$ cat src/rtl/axil_master_port_if.sv
// AXI4-Lite bus bundle between axil_master_port (master modport) and an AXI4-Lite slave.
interface axil_master_port_if #(
  parameter int ADDR_WIDTH = 32
);
  logic [ADDR_WIDTH-1:0] M_AXIL_AWADDR;
  logic                  M_AXIL_AWVALID;
  logic                  M_AXIL_AWREADY;
  logic [31:0]           M_AXIL_WDATA;
  logic [3:0]            M_AXIL_WSTRB;
  logic                  M_AXIL_WVALID;
  logic                  M_AXIL_WREADY;
  logic [1:0]            M_AXIL_BRESP;
  logic                  M_AXIL_BVALID;
  logic                  M_AXIL_BREADY;
  logic [ADDR_WIDTH-1:0] M_AXIL_ARADDR;
  logic                  M_AXIL_ARVALID;
  logic                  M_AXIL_ARREADY;
  logic [31:0]           M_AXIL_RDATA;
  logic [1:0]            M_AXIL_RRESP;
  logic                  M_AXIL_RVALID;
  logic                  M_AXIL_RREADY;

  modport master (
    output M_AXIL_AWADDR, M_AXIL_AWVALID, M_AXIL_WDATA, M_AXIL_WSTRB, M_AXIL_WVALID,
           M_AXIL_BREADY, M_AXIL_ARADDR, M_AXIL_ARVALID, M_AXIL_RREADY,
    input  M_AXIL_AWREADY, M_AXIL_WREADY, M_AXIL_BRESP, M_AXIL_BVALID,
           M_AXIL_ARREADY, M_AXIL_RDATA, M_AXIL_RRESP, M_AXIL_RVALID
  );

  modport slave (
    input  M_AXIL_AWADDR, M_AXIL_AWVALID, M_AXIL_WDATA, M_AXIL_WSTRB, M_AXIL_WVALID,
           M_AXIL_BREADY, M_AXIL_ARADDR, M_AXIL_ARVALID, M_AXIL_RREADY,
    output M_AXIL_AWREADY, M_AXIL_WREADY, M_AXIL_BRESP, M_AXIL_BVALID,
           M_AXIL_ARREADY, M_AXIL_RDATA, M_AXIL_RRESP, M_AXIL_RVALID
  );
endinterface

$ cat src/rtl/axil_master_port.sv
// Single-outstanding command/response to AXI4-Lite initiator.
// Optional slave-stall abort: define AXIL_MASTER_TIMEOUT_EN.
module axil_master_port #(
  parameter int ADDR_WIDTH     = 32,
  parameter int TIMEOUT_CYCLES = 256
) (
  input  logic                  ACLK,
  input  logic                  ARESETN,
  input  logic                  cmd_valid,
  output logic                  cmd_ready,
  input  logic                  cmd_write,
  input  logic [ADDR_WIDTH-1:0] cmd_addr,
  input  logic [31:0]           cmd_wdata,
  input  logic [3:0]            cmd_wstrb,
  output logic                  rsp_valid,
  input  logic                  rsp_ready,
  output logic [31:0]           rsp_rdata,
  output logic [1:0]            rsp_resp,
  output logic                  rsp_timeout,
  axil_master_port_if.master    m_axil
);

  typedef enum logic [2:0] {
    IDLE    = 3'd0,
    WR_REQ  = 3'd1,
    WR_RESP = 3'd2,
    RD_REQ  = 3'd3,
    RD_DATA = 3'd4,
    RESP    = 3'd5
  } state_t;

  if (TIMEOUT_CYCLES < 2) begin : g_bad_timeout
    $error("TIMEOUT_CYCLES must be at least 2");
  end

  state_t                state_r, state_n;
  logic                  awvalid_r, awvalid_n;
  logic                  wvalid_r, wvalid_n;
  logic                  bready_r, bready_n;
  logic                  arvalid_r, arvalid_n;
  logic                  rready_r, rready_n;
  logic [ADDR_WIDTH-1:0] addr_r, addr_n;
  logic [31:0]           wdata_r, wdata_n;
  logic [3:0]            wstrb_r, wstrb_n;
  logic [31:0]           rsp_rdata_r, rsp_rdata_n;
  logic [1:0]            rsp_resp_r, rsp_resp_n;
  logic                  aw_hs_s, w_hs_s, b_hs_s, ar_hs_s, r_hs_s;

`ifdef AXIL_MASTER_TIMEOUT_EN
  localparam int TW = $clog2(TIMEOUT_CYCLES + 1);
  logic [TW-1:0] timer_r, timer_n;
  logic          rsp_timeout_r, rsp_timeout_n;
  logic          busy_s, hs_any_s;
`endif

  assign aw_hs_s = awvalid_r & m_axil.M_AXIL_AWREADY;
  assign w_hs_s  = wvalid_r  & m_axil.M_AXIL_WREADY;
  assign b_hs_s  = bready_r  & m_axil.M_AXIL_BVALID;
  assign ar_hs_s = arvalid_r & m_axil.M_AXIL_ARREADY;
  assign r_hs_s  = rready_r  & m_axil.M_AXIL_RVALID;

  // Next-state and next-register decode for the transaction FSM
  always_comb begin
    state_n     = state_r;
    awvalid_n   = awvalid_r;
    wvalid_n    = wvalid_r;
    bready_n    = bready_r;
    arvalid_n   = arvalid_r;
    rready_n    = rready_r;
    addr_n      = addr_r;
    wdata_n     = wdata_r;
    wstrb_n     = wstrb_r;
    rsp_rdata_n = rsp_rdata_r;
    rsp_resp_n  = rsp_resp_r;
`ifdef AXIL_MASTER_TIMEOUT_EN
    rsp_timeout_n = rsp_timeout_r;
    timer_n       = timer_r;
    busy_s        = 1'b0;
    hs_any_s      = aw_hs_s | w_hs_s | b_hs_s | ar_hs_s | r_hs_s;
`endif
    case (state_r)
      IDLE: begin
        if (cmd_valid) begin
          addr_n  = cmd_addr;
          wdata_n = cmd_wdata;
          wstrb_n = cmd_wstrb;
`ifdef AXIL_MASTER_TIMEOUT_EN
          rsp_timeout_n = 1'b0;
`endif
          if (cmd_write) begin
            state_n   = WR_REQ;
            awvalid_n = 1'b1;
            wvalid_n  = 1'b1;
          end else begin
            state_n   = RD_REQ;
            arvalid_n = 1'b1;
          end
        end else begin
          state_n = IDLE;
        end
      end
      WR_REQ: begin
        // AW and W retire independently; neither waits on the other's READY
        awvalid_n = awvalid_r & ~aw_hs_s;
        wvalid_n  = wvalid_r & ~w_hs_s;
        if (!awvalid_n && !wvalid_n) begin
          state_n  = WR_RESP;
          bready_n = 1'b1;
        end else begin
          state_n = WR_REQ;
        end
      end
      WR_RESP: begin
        if (b_hs_s) begin
          rsp_resp_n  = m_axil.M_AXIL_BRESP;
          rsp_rdata_n = 32'h0000_0000;
          bready_n    = 1'b0;
          state_n     = RESP;
        end else begin
          state_n = WR_RESP;
        end
      end
      RD_REQ: begin
        if (ar_hs_s) begin
          arvalid_n = 1'b0;
          rready_n  = 1'b1;
          state_n   = RD_DATA;
        end else begin
          state_n = RD_REQ;
        end
      end
      RD_DATA: begin
        if (r_hs_s) begin
          rsp_rdata_n = m_axil.M_AXIL_RDATA;
          rsp_resp_n  = m_axil.M_AXIL_RRESP;
          rready_n    = 1'b0;
          state_n     = RESP;
        end else begin
          state_n = RD_DATA;
        end
      end
      RESP: begin
        if (rsp_ready) begin
          state_n = IDLE;
        end else begin
          state_n = RESP;
        end
      end
      default: begin
        state_n   = IDLE;
        awvalid_n = 1'b0;
        wvalid_n  = 1'b0;
        bready_n  = 1'b0;
        arvalid_n = 1'b0;
        rready_n  = 1'b0;
      end
    endcase
`ifdef AXIL_MASTER_TIMEOUT_EN
    busy_s = (state_r == WR_REQ) || (state_r == WR_RESP) ||
             (state_r == RD_REQ) || (state_r == RD_DATA);
    if (!busy_s || hs_any_s) begin
      timer_n = {TW{1'b0}};
    end else if (timer_r == TW'(TIMEOUT_CYCLES - 1)) begin
      // Stall limit hit: withdraw from the bus and report SLVERR to the client
      timer_n       = {TW{1'b0}};
      awvalid_n     = 1'b0;
      wvalid_n      = 1'b0;
      bready_n      = 1'b0;
      arvalid_n     = 1'b0;
      rready_n      = 1'b0;
      rsp_resp_n    = 2'b10;
      rsp_rdata_n   = 32'h0000_0000;
      rsp_timeout_n = 1'b1;
      state_n       = RESP;
    end else begin
      timer_n = timer_r + TW'(1);
    end
`endif
  end

  // State and datapath registers; async reset withdraws every VALID/READY at once
  always_ff @(posedge ACLK or negedge ARESETN) begin
    if (!ARESETN) begin
      state_r     <= IDLE;
      awvalid_r   <= 1'b0;
      wvalid_r    <= 1'b0;
      bready_r    <= 1'b0;
      arvalid_r   <= 1'b0;
      rready_r    <= 1'b0;
      addr_r      <= {ADDR_WIDTH{1'b0}};
      wdata_r     <= 32'h0000_0000;
      wstrb_r     <= 4'h0;
      rsp_rdata_r <= 32'h0000_0000;
      rsp_resp_r  <= 2'b00;
`ifdef AXIL_MASTER_TIMEOUT_EN
      timer_r       <= {TW{1'b0}};
      rsp_timeout_r <= 1'b0;
`endif
    end else begin
      state_r     <= state_n;
      awvalid_r   <= awvalid_n;
      wvalid_r    <= wvalid_n;
      bready_r    <= bready_n;
      arvalid_r   <= arvalid_n;
      rready_r    <= rready_n;
      addr_r      <= addr_n;
      wdata_r     <= wdata_n;
      wstrb_r     <= wstrb_n;
      rsp_rdata_r <= rsp_rdata_n;
      rsp_resp_r  <= rsp_resp_n;
`ifdef AXIL_MASTER_TIMEOUT_EN
      timer_r       <= timer_n;
      rsp_timeout_r <= rsp_timeout_n;
`endif
    end
  end

  assign cmd_ready = (state_r == IDLE);
  assign rsp_valid = (state_r == RESP);
  assign rsp_rdata = rsp_rdata_r;
  assign rsp_resp  = rsp_resp_r;
`ifdef AXIL_MASTER_TIMEOUT_EN
  assign rsp_timeout = rsp_timeout_r;
`else
  assign rsp_timeout = 1'b0;
`endif

  assign m_axil.M_AXIL_AWADDR  = addr_r;
  assign m_axil.M_AXIL_AWVALID = awvalid_r;
  assign m_axil.M_AXIL_WDATA   = wdata_r;
  assign m_axil.M_AXIL_WSTRB   = wstrb_r;
  assign m_axil.M_AXIL_WVALID  = wvalid_r;
  assign m_axil.M_AXIL_BREADY  = bready_r;
  assign m_axil.M_AXIL_ARADDR  = addr_r;
  assign m_axil.M_AXIL_ARVALID = arvalid_r;
  assign m_axil.M_AXIL_RREADY  = rready_r;

endmodule

$ cat src/flat_wrapper.sv
// flat-port wrapper written by rule: the top's interface ports become plain ports
module axil_master_port_flat 
#(
  parameter int ADDR_WIDTH     = 32,
  parameter int TIMEOUT_CYCLES = 256
)
  (ACLK, ARESETN, cmd_valid, cmd_ready, cmd_write, cmd_addr, cmd_wdata, cmd_wstrb, rsp_valid, rsp_ready, rsp_rdata, rsp_resp, rsp_timeout, m_axil_M_AXIL_AWADDR, m_axil_M_AXIL_AWVALID, m_axil_M_AXIL_WDATA, m_axil_M_AXIL_WSTRB, m_axil_M_AXIL_WVALID, m_axil_M_AXIL_BREADY, m_axil_M_AXIL_ARADDR, m_axil_M_AXIL_ARVALID, m_axil_M_AXIL_RREADY, m_axil_M_AXIL_AWREADY, m_axil_M_AXIL_WREADY, m_axil_M_AXIL_BRESP, m_axil_M_AXIL_BVALID, m_axil_M_AXIL_ARREADY, m_axil_M_AXIL_RDATA, m_axil_M_AXIL_RRESP, m_axil_M_AXIL_RVALID);
  axil_master_port_if #(.ADDR_WIDTH(ADDR_WIDTH)) m_axil_i ();
  input  logic ACLK;
  input  logic ARESETN;
  input  logic cmd_valid;
  output logic cmd_ready;
  input  logic cmd_write;
  input  logic [ADDR_WIDTH-1:0] cmd_addr;
  input  logic [31:0] cmd_wdata;
  input  logic [3:0] cmd_wstrb;
  output logic rsp_valid;
  input  logic rsp_ready;
  output logic [31:0] rsp_rdata;
  output logic [1:0] rsp_resp;
  output logic rsp_timeout;
  output wire logic [$bits(m_axil_i.M_AXIL_AWADDR)-1:0] m_axil_M_AXIL_AWADDR;
  output wire logic [$bits(m_axil_i.M_AXIL_AWVALID)-1:0] m_axil_M_AXIL_AWVALID;
  output wire logic [$bits(m_axil_i.M_AXIL_WDATA)-1:0] m_axil_M_AXIL_WDATA;
  output wire logic [$bits(m_axil_i.M_AXIL_WSTRB)-1:0] m_axil_M_AXIL_WSTRB;
  output wire logic [$bits(m_axil_i.M_AXIL_WVALID)-1:0] m_axil_M_AXIL_WVALID;
  output wire logic [$bits(m_axil_i.M_AXIL_BREADY)-1:0] m_axil_M_AXIL_BREADY;
  output wire logic [$bits(m_axil_i.M_AXIL_ARADDR)-1:0] m_axil_M_AXIL_ARADDR;
  output wire logic [$bits(m_axil_i.M_AXIL_ARVALID)-1:0] m_axil_M_AXIL_ARVALID;
  output wire logic [$bits(m_axil_i.M_AXIL_RREADY)-1:0] m_axil_M_AXIL_RREADY;
  input wire logic [$bits(m_axil_i.M_AXIL_AWREADY)-1:0] m_axil_M_AXIL_AWREADY;
  input wire logic [$bits(m_axil_i.M_AXIL_WREADY)-1:0] m_axil_M_AXIL_WREADY;
  input wire logic [$bits(m_axil_i.M_AXIL_BRESP)-1:0] m_axil_M_AXIL_BRESP;
  input wire logic [$bits(m_axil_i.M_AXIL_BVALID)-1:0] m_axil_M_AXIL_BVALID;
  input wire logic [$bits(m_axil_i.M_AXIL_ARREADY)-1:0] m_axil_M_AXIL_ARREADY;
  input wire logic [$bits(m_axil_i.M_AXIL_RDATA)-1:0] m_axil_M_AXIL_RDATA;
  input wire logic [$bits(m_axil_i.M_AXIL_RRESP)-1:0] m_axil_M_AXIL_RRESP;
  input wire logic [$bits(m_axil_i.M_AXIL_RVALID)-1:0] m_axil_M_AXIL_RVALID;
  assign m_axil_M_AXIL_AWADDR = m_axil_i.M_AXIL_AWADDR;
  assign m_axil_M_AXIL_AWVALID = m_axil_i.M_AXIL_AWVALID;
  assign m_axil_M_AXIL_WDATA = m_axil_i.M_AXIL_WDATA;
  assign m_axil_M_AXIL_WSTRB = m_axil_i.M_AXIL_WSTRB;
  assign m_axil_M_AXIL_WVALID = m_axil_i.M_AXIL_WVALID;
  assign m_axil_M_AXIL_BREADY = m_axil_i.M_AXIL_BREADY;
  assign m_axil_M_AXIL_ARADDR = m_axil_i.M_AXIL_ARADDR;
  assign m_axil_M_AXIL_ARVALID = m_axil_i.M_AXIL_ARVALID;
  assign m_axil_M_AXIL_RREADY = m_axil_i.M_AXIL_RREADY;
  assign m_axil_i.M_AXIL_AWREADY = m_axil_M_AXIL_AWREADY;
  assign m_axil_i.M_AXIL_WREADY = m_axil_M_AXIL_WREADY;
  assign m_axil_i.M_AXIL_BRESP = m_axil_M_AXIL_BRESP;
  assign m_axil_i.M_AXIL_BVALID = m_axil_M_AXIL_BVALID;
  assign m_axil_i.M_AXIL_ARREADY = m_axil_M_AXIL_ARREADY;
  assign m_axil_i.M_AXIL_RDATA = m_axil_M_AXIL_RDATA;
  assign m_axil_i.M_AXIL_RRESP = m_axil_M_AXIL_RRESP;
  assign m_axil_i.M_AXIL_RVALID = m_axil_M_AXIL_RVALID;
  axil_master_port #(.ADDR_WIDTH(ADDR_WIDTH), .TIMEOUT_CYCLES(TIMEOUT_CYCLES)) u_core (.ACLK(ACLK), .ARESETN(ARESETN), .cmd_valid(cmd_valid), .cmd_ready(cmd_ready), .cmd_write(cmd_write), .cmd_addr(cmd_addr), .cmd_wdata(cmd_wdata), .cmd_wstrb(cmd_wstrb), .rsp_valid(rsp_valid), .rsp_ready(rsp_ready), .rsp_rdata(rsp_rdata), .rsp_resp(rsp_resp), .rsp_timeout(rsp_timeout), .m_axil(m_axil_i));
endmodule
$ cat config.mk
export PLATFORM = sky130hd
export DESIGN_NAME = axil_master_port_flat
export DESIGN_NICKNAME = d
export VERILOG_FILES = /design/src/rtl/axil_master_port_if.sv /design/src/rtl/axil_master_port.sv /design/src/flat_wrapper.sv
export SDC_FILE = /design/constraint.sdc
export NUM_CORES = 1
export LEC_CHECK = 0
export BUFFER_PORTS_ARGS = -buffer_cell sky130_fd_sc_hd__buf_2
export CORE_MARGIN = 2
export CORE_UTILIZATION = 30
export DETAILED_ROUTE_END_ITERATION = 10
export PLACE_DENSITY = 0.57
export SLEW_MARGIN = 20
export SYNTH_ARGS = -nofsm -noshare
export SYNTH_HDL_FRONTEND = slang
export SYNTH_SLANG_ARGS = --single-unit
$ cat constraint.sdc
create_clock -name ACLK -period 1.4 [get_ports ACLK]
set_input_delay 0.14 -clock ACLK [delete_from_list [all_inputs] [get_ports ACLK]]
set_output_delay 0.14 -clock ACLK [all_outputs]
set_load 0.03 [all_outputs]
# Yosys cells after proc, flatten, opt, wreduce, memory -nomap -nowiden
# Cells that the tools add are included.
totals:
  regBits: 110
  inputBits: 114
  out_inout_bits: 142
classes:
  eq_ne: 12
  mux: 28
  bitwise_logic: 13
  n_reduce_logical: 15
ops:
  columns: ["operator", "n"]
  rows:
  - ["32-bit 2-to-1 mux", 2]
  - ["32-bit one-hot mux with 2 select lines", 1]
  - ["3-bit one-hot mux with 6 select lines", 1]
  - ["4-bit OR reduction", 4]
  - ["1-bit one-hot mux with 3 select lines", 5]
  - ["3-bit AND reduction", 4]
  - ["1-bit 2-to-1 mux", 10]
  - ["2-bit 2-to-1 mux", 5]
  - ["2-bit by 1-bit != test with 1-bit output, second input constant", 5]
  - ["3-bit 2-to-1 mux", 3]
  - ["1-bit AND", 7]
  - ["3-bit by 2-bit == test with 1-bit output, second input constant", 2]
  - ["3-bit == test, second input constant", 2]
  - ["1-bit inverter", 6]
  - ["2-bit != test, second input constant", 2]
  - ["2-bit one-hot mux with 2 select lines", 1]
  - ["4-bit AND reduction", 1]
  - ["3-bit by 1-bit == test with 1-bit output, second input constant", 1]
  - ["3-bit zero test", 1]
  - ["1-bit zero test", 2]
  - ["2-bit AND reduction", 1]
  - ["2-bit nonzero test", 1]
  - ["1-bit logical AND", 1]

# Logic depth before layout (Yosys ltp)
depth:
  depth_word: 7
  depth_mapped: 6
  depth_no_buf: 4

# Worst setup path before layout
# No wires, ideal clock.
synth_path:
  path_kind: "flip-flop to flip-flop"
  startpoint: "reg u_core.state_r[2]"
  endpoint: "reg u_core.addr_r[0], in the netlist u_core.m_axil.M_AXIL_ARADDR[0]"
  setup_time_ns: 0.125
  arrival_time_ns: 1.401
  setup_slack_ns: -0.126
  stages_incl_launch_ff: 5
  path_buffers: 1
  synth_period_minus_slack_ns: 1.526
  path_cell_list: "dfrtp_1 -> nand2b_4 -> nor3_4 -> buf_6 -> mux2_2"
synth_via:
  elab_chain_cells: 2
synth_lines:
  columns: ["element", "line", "text"]
  rows:
  - ["start, declared", "axil_master_port.sv:36", "state_t state_r, state_n;"]
  - ["start signal, assigned", "axil_master_port.sv:200", "state_r <= state_n;"]
  - ["3-bit zero test", "axil_master_port.sv:81", "case (state_r)"]
  - ["2-bit AND reduction (no line)", null, null]
  - ["end signal, assigned", "axil_master_port.sv:190", "addr_r <= {ADDR_WIDTH{1'b0}};"]
  - ["end signal, assigned", "axil_master_port.sv:206", "addr_r <= addr_n;"]
  - ["end, declared", "axil_master_port.sv:42", "logic [ADDR_WIDTH-1:0] addr_r, addr_n;"]
# Every way passes these cells.
# A chain may end at the register's enable or synchronous reset.

# Final worst setup path
layout_path:
  startpoint: "reg u_core.state_r[0]"
  endpoint: "reg u_core.rsp_rdata_r[27], in the netlist u_core.rsp_rdata[27]"
layout_via:
  elab_chain_cells: 3
layout_lines:
  columns: ["element", "line", "text"]
  rows:
  - ["3-bit by 2-bit == test with 1-bit output / 3-bit == test (equally long branches)", "axil_master_port.sv:81", null]
  - ["2-bit by 1-bit != test with 1-bit output (no line) / 2-bit nonzero test (equally long branches)", null, null]
  - ["3-bit AND reduction (no line)", null, null]
  - ["end signal, assigned", "axil_master_port.sv:209", "rsp_rdata_r <= rsp_rdata_n;"]
  - ["end, declared", "axil_master_port.sv:45", "logic [31:0] rsp_rdata_r, rsp_rdata_n;"]
# Several ways; a longest one is shown, not always the timed one.

==> results.py <==
metrics = {
    "yosys": {
        "netlist_top_cells_area": "dfrtp_1 (60%), mux2_2 (15%), buf_4 (5.7%)",
        "synth_nets": 449,
        "synth_area_um2": 4580,
        "synth_top_area_frac": 0.601,
        "yosys.area.top_type": "dfrtp_1",
        "synthDistinctLibCells": 33,
        "postSynthAreaPerCell_um2": 13.7,
        "netlist_instances": 335,
        "synth_warnings": 0,
        "synth-seq-cells": 110,
        "yosysSeqAreaShare": 0.601,
    },
    "pwr": {
        "p_sw_mw": 8.00,
        "combPwrFrac": 0.551,
        "p_sw_frac": 0.450,
        "p_seq_frac": 0.304,
        "p_int_mw": 9.79,
        "worst_ir_drop_vdd_v": 0.000905,
        "power_density_nw_per_um2": 2540,
        "power_frac_clock": 0.145,
        "design_power_total_mw": 17.8,
        "power.leakage_nw": 3.55,
    },
    "floorplanning": {
        "fp.coreArea_um2": 15000,
        "io_pins": 256,
        "fp.dieW_um": 128,
        "fp.dieH_um": 128,
        "dieArea_um2": 16300,
        "initial_core_util": 0.305,
        "placementRows": 45,
    },
    "setup_path": {
        "slowest_delay_ns": 0.40,
        "crit_required_ns": 1.64,
        "cp_slowest_cell": "dfrtp_1",
        "critPathLaunchType": "flop",
        "end_kind": "flop",
        "path_max_fanout": 8,
        "path_class": "flop to flop",
        "arrival_ns": 1.84,
        "regToRegSetupSlack_ns": -0.20,
        "crit_chain": "buf_6 -> nor3b_4 -> a32oi_4 -> buf_12 -> clkbuf_16 -> a22o_1",
        "worst-path-buf-inv": 3,
        "critical_path.top_delay_family": "buffers and inverters",
    },
    "route": {
        "drt-total-wl_um": 12100,
        "drc": 0,
        "num_vias": 3704,
        "drt_pass1_iterations": 4,
        "first_iter_violations": 101,
        "viasPerCell": 4.54,
        "antenna_left": 0,
        "wl_per_cell_um": 14.8,
    },
    "global_route": {
        "antenna_found_initial": 0,
        "grt_pass1_vias": 3698,
        "track_usage": 0.143,
        "grt_pass1_wl_um": 18300,
        "grt-ovfl-total": 0,
        "grt_max_degree": 45,
    },
    "final_layout": {
        "layout.cells.non_filler": 816,
        "final_common_cell": "buf_2",
        "fill_cells": 1350,
        "area_growth_pct": 53.2,
        "utilization": 0.467,
        "diodes": 0,
        "final_cell_mix": "buf_2 (251), dfrtp_1 (109), mux2_2 (56), dlygate4sd3_1 (28), buf_4 (25)",
        "fin_nets": 737,
        "drive_above_1_share": 0.651,
    },
    "hold_path": {
        "hp-class": "primary input to flop",
    },
    "sta": {
        "tns_ns": -13.27,
        "max_freq_mhz": 625,
        "timing.hold.ws_ns": 0.0114,
        "fin_crit_sh": 1.14,
        "rsz0062_at_grt": "true",
        "fin_skew_ns": 0.0104,
        "setup_viol": 104,
        "fin_crit_ns": 1.60,
        "fin_ws_ns": -0.200,
        "slew_violations": 0,
        "finalHoldViolCount": 0,
    },
    "clocking": {
        "insertion_delay_ns": 0.35,
        "cts_tree": "yes",
        "htree_levels": 3,
        "clkSinkCount": 110,
        "clk_pin_slew_ns": 0.08,
        "cts-root-buf": "clkbuf_16",
        "clk_path_buf_depth": 2,
        "cts_made_buffers": 9,
    },
    "run": {
        "maxCapViolations": 0,
    },
    "placed_design": {
        "portBuffers": 254,
        "dp_hpwl_um": 8530,
        "numPlacedInstances": 756,
        "routabilityCongestion": 0.735,
    },
    "status": {
        "run_status": "complete, but fails checks",
        "violations": "setup timing",
    },
}
-- power by group through the flow --
| stage | sequential (mW) | combinational, mW | clock (mW) |
|---|---|---|---|
| after detailed placement | 5.47 | 9.06 | 0 |
| final | 5.40 | 9.81 | 2.58 |
| after global placement | 5.40 | 9.00 | 0 |
| after global routing | 5.60 | 10.4 | 2.82 |
| after CTS | 5.40 | 9.39 | 2.70 |
| after floorplan | 8.11 | 4.15 | 0 |
-- repair_timing --
action                                  4_1_cts  5_1_grt
gates resized for setup                      19       46
endpoints found under the hold margin        49        0
hold buffers                                 28        0
endpoints found under the setup margin      103      108
pin swaps                                     2        8
buffers inserted                              3        6
cloned                                        3        4
-- metal layers --
layer / share of wire / global-route usage
met1: 0.41 / 0.168
met2: 0.50 / 0.245
met3: 0.062 / 0.0314
met4: 0.025 / 0.0737
met5: 0 / 0
-- path summary, 6_finish.rpt --
| check | end | depth (start not counted) | start |
|---|---|---|---|
| hold reg to reg | u_core.rsp_resp[1]$_DFFE_PN0P_ | 2 | u_core.rsp_resp[1]$_DFFE_PN0P_ |
| setup reg to reg | u_core.rsp_rdata[27]$_DFFE_PN0P_ | 6 | u_core.state_r[0]$_DFF_PN0_ |
| hold / removal | u_core.rsp_rdata[12]$_DFFE_PN0P_ | 2 | m_axil_M_AXIL_RDATA[12] |
| setup / recovery | u_core.rsp_rdata[27]$_DFFE_PN0P_ | 6 | u_core.state_r[0]$_DFF_PN0_ |
| min in group asynchronous | u_core.rsp_rdata[26]$_DFFE_PN0P_ | 2 | ARESETN |
| max in group asynchronous | u_core.m_axil.M_AXIL_WDATA[31]$_DFFE_PN0P_ | 3 | ARESETN |
-- area by class of cell --
cell class	instances	area [um^2]	area share
Tap cell	188	235	0.0335
Timing Repair Buffer	328	2130	0.303
Sequential cell	110	2750	0.393
Clock buffer	10	229	0.0326
Clock inverter	6	70.1	0.00999
Inverter	5	18.8	0.00268
Multi-Input combinational cell	169	1580	0.225
-- sequential cells by signal, indices dropped and copies added (netlist names) --
| name | cells |
|---|---|
| u_core.m_axil.M_AXIL_ARADDR | 32 |
| u_core.m_axil.M_AXIL_AWVALID | 1 |
| u_core.m_axil.M_AXIL_BREADY | 1 |
| u_core.m_axil.M_AXIL_WSTRB | 4 |
| u_core.m_axil.M_AXIL_WVALID | 1 |
| u_core.m_axil.M_AXIL_WDATA | 32 |
| u_core.m_axil.M_AXIL_RREADY | 1 |
| u_core.rsp_rdata | 32 |
| u_core.m_axil.M_AXIL_ARVALID | 1 |
| u_core.state_r | 3 |
| u_core.rsp_resp | 2 |
-- worst register-to-register path, stage by stage (launching register included) --
cell	delay, ns
dfrtp_1	0.40
buf_6	0.14
nor3b_4	0.29
a32oi_4	0.15
buf_12	0.18
clkbuf_16	0.16
a22o_1	0.18
-- synthesized netlist by cell type --
cell / count
a211o_1: 1
buf_6: 7
nor3_1: 4
a21oi_1: 6
mux2_1: 6
nor3b_2: 2
nand2b_1: 1
buf_2: 9
o22a_1: 1
conb_1: 1
o21ai_1: 6
nand2_1: 26
a32oi_2: 1
mux2i_1: 2
a32o_1: 2
o31a_1: 1
nand2b_4: 1
o21ai_0: 7
mux2_2: 62
nor3_4: 1
nor2_1: 4
and3_1: 1
inv_1: 5
nand3b_1: 2
and2_1: 2
a21o_1: 1
a22o_1: 24
buf_4: 35
dfrtp_1: 110
a22oi_1: 1
or3_1: 1
nor2b_1: 1
a221oi_1: 1
-- stage by stage --
| stage | setup slack [ns] | area [um^2] |
|---|---|---|
| detailed placement | -0.124 | 6020 |
| global placement | -0.0674 | 6020 |
| CTS | -0.149 | 6710 |
| floorplan | -0.126 | 4610 |
| global route | -0.245 | 7020 |
| finish | -0.200 | 7020 |
-- cell families after synthesis --
family / count (synthesis) / synth area share
DFF: 110 / 0.601
muxes: 70 / 0.172
buffers and inverters: 56 / 0.0885
AOI/OAI and AO/OA: 52 / 0.0855
and+or+nand+nor: 46 / 0.0525
other: 1 / 0.000819
No activity file was read; power rests on OpenSTA's default activity.
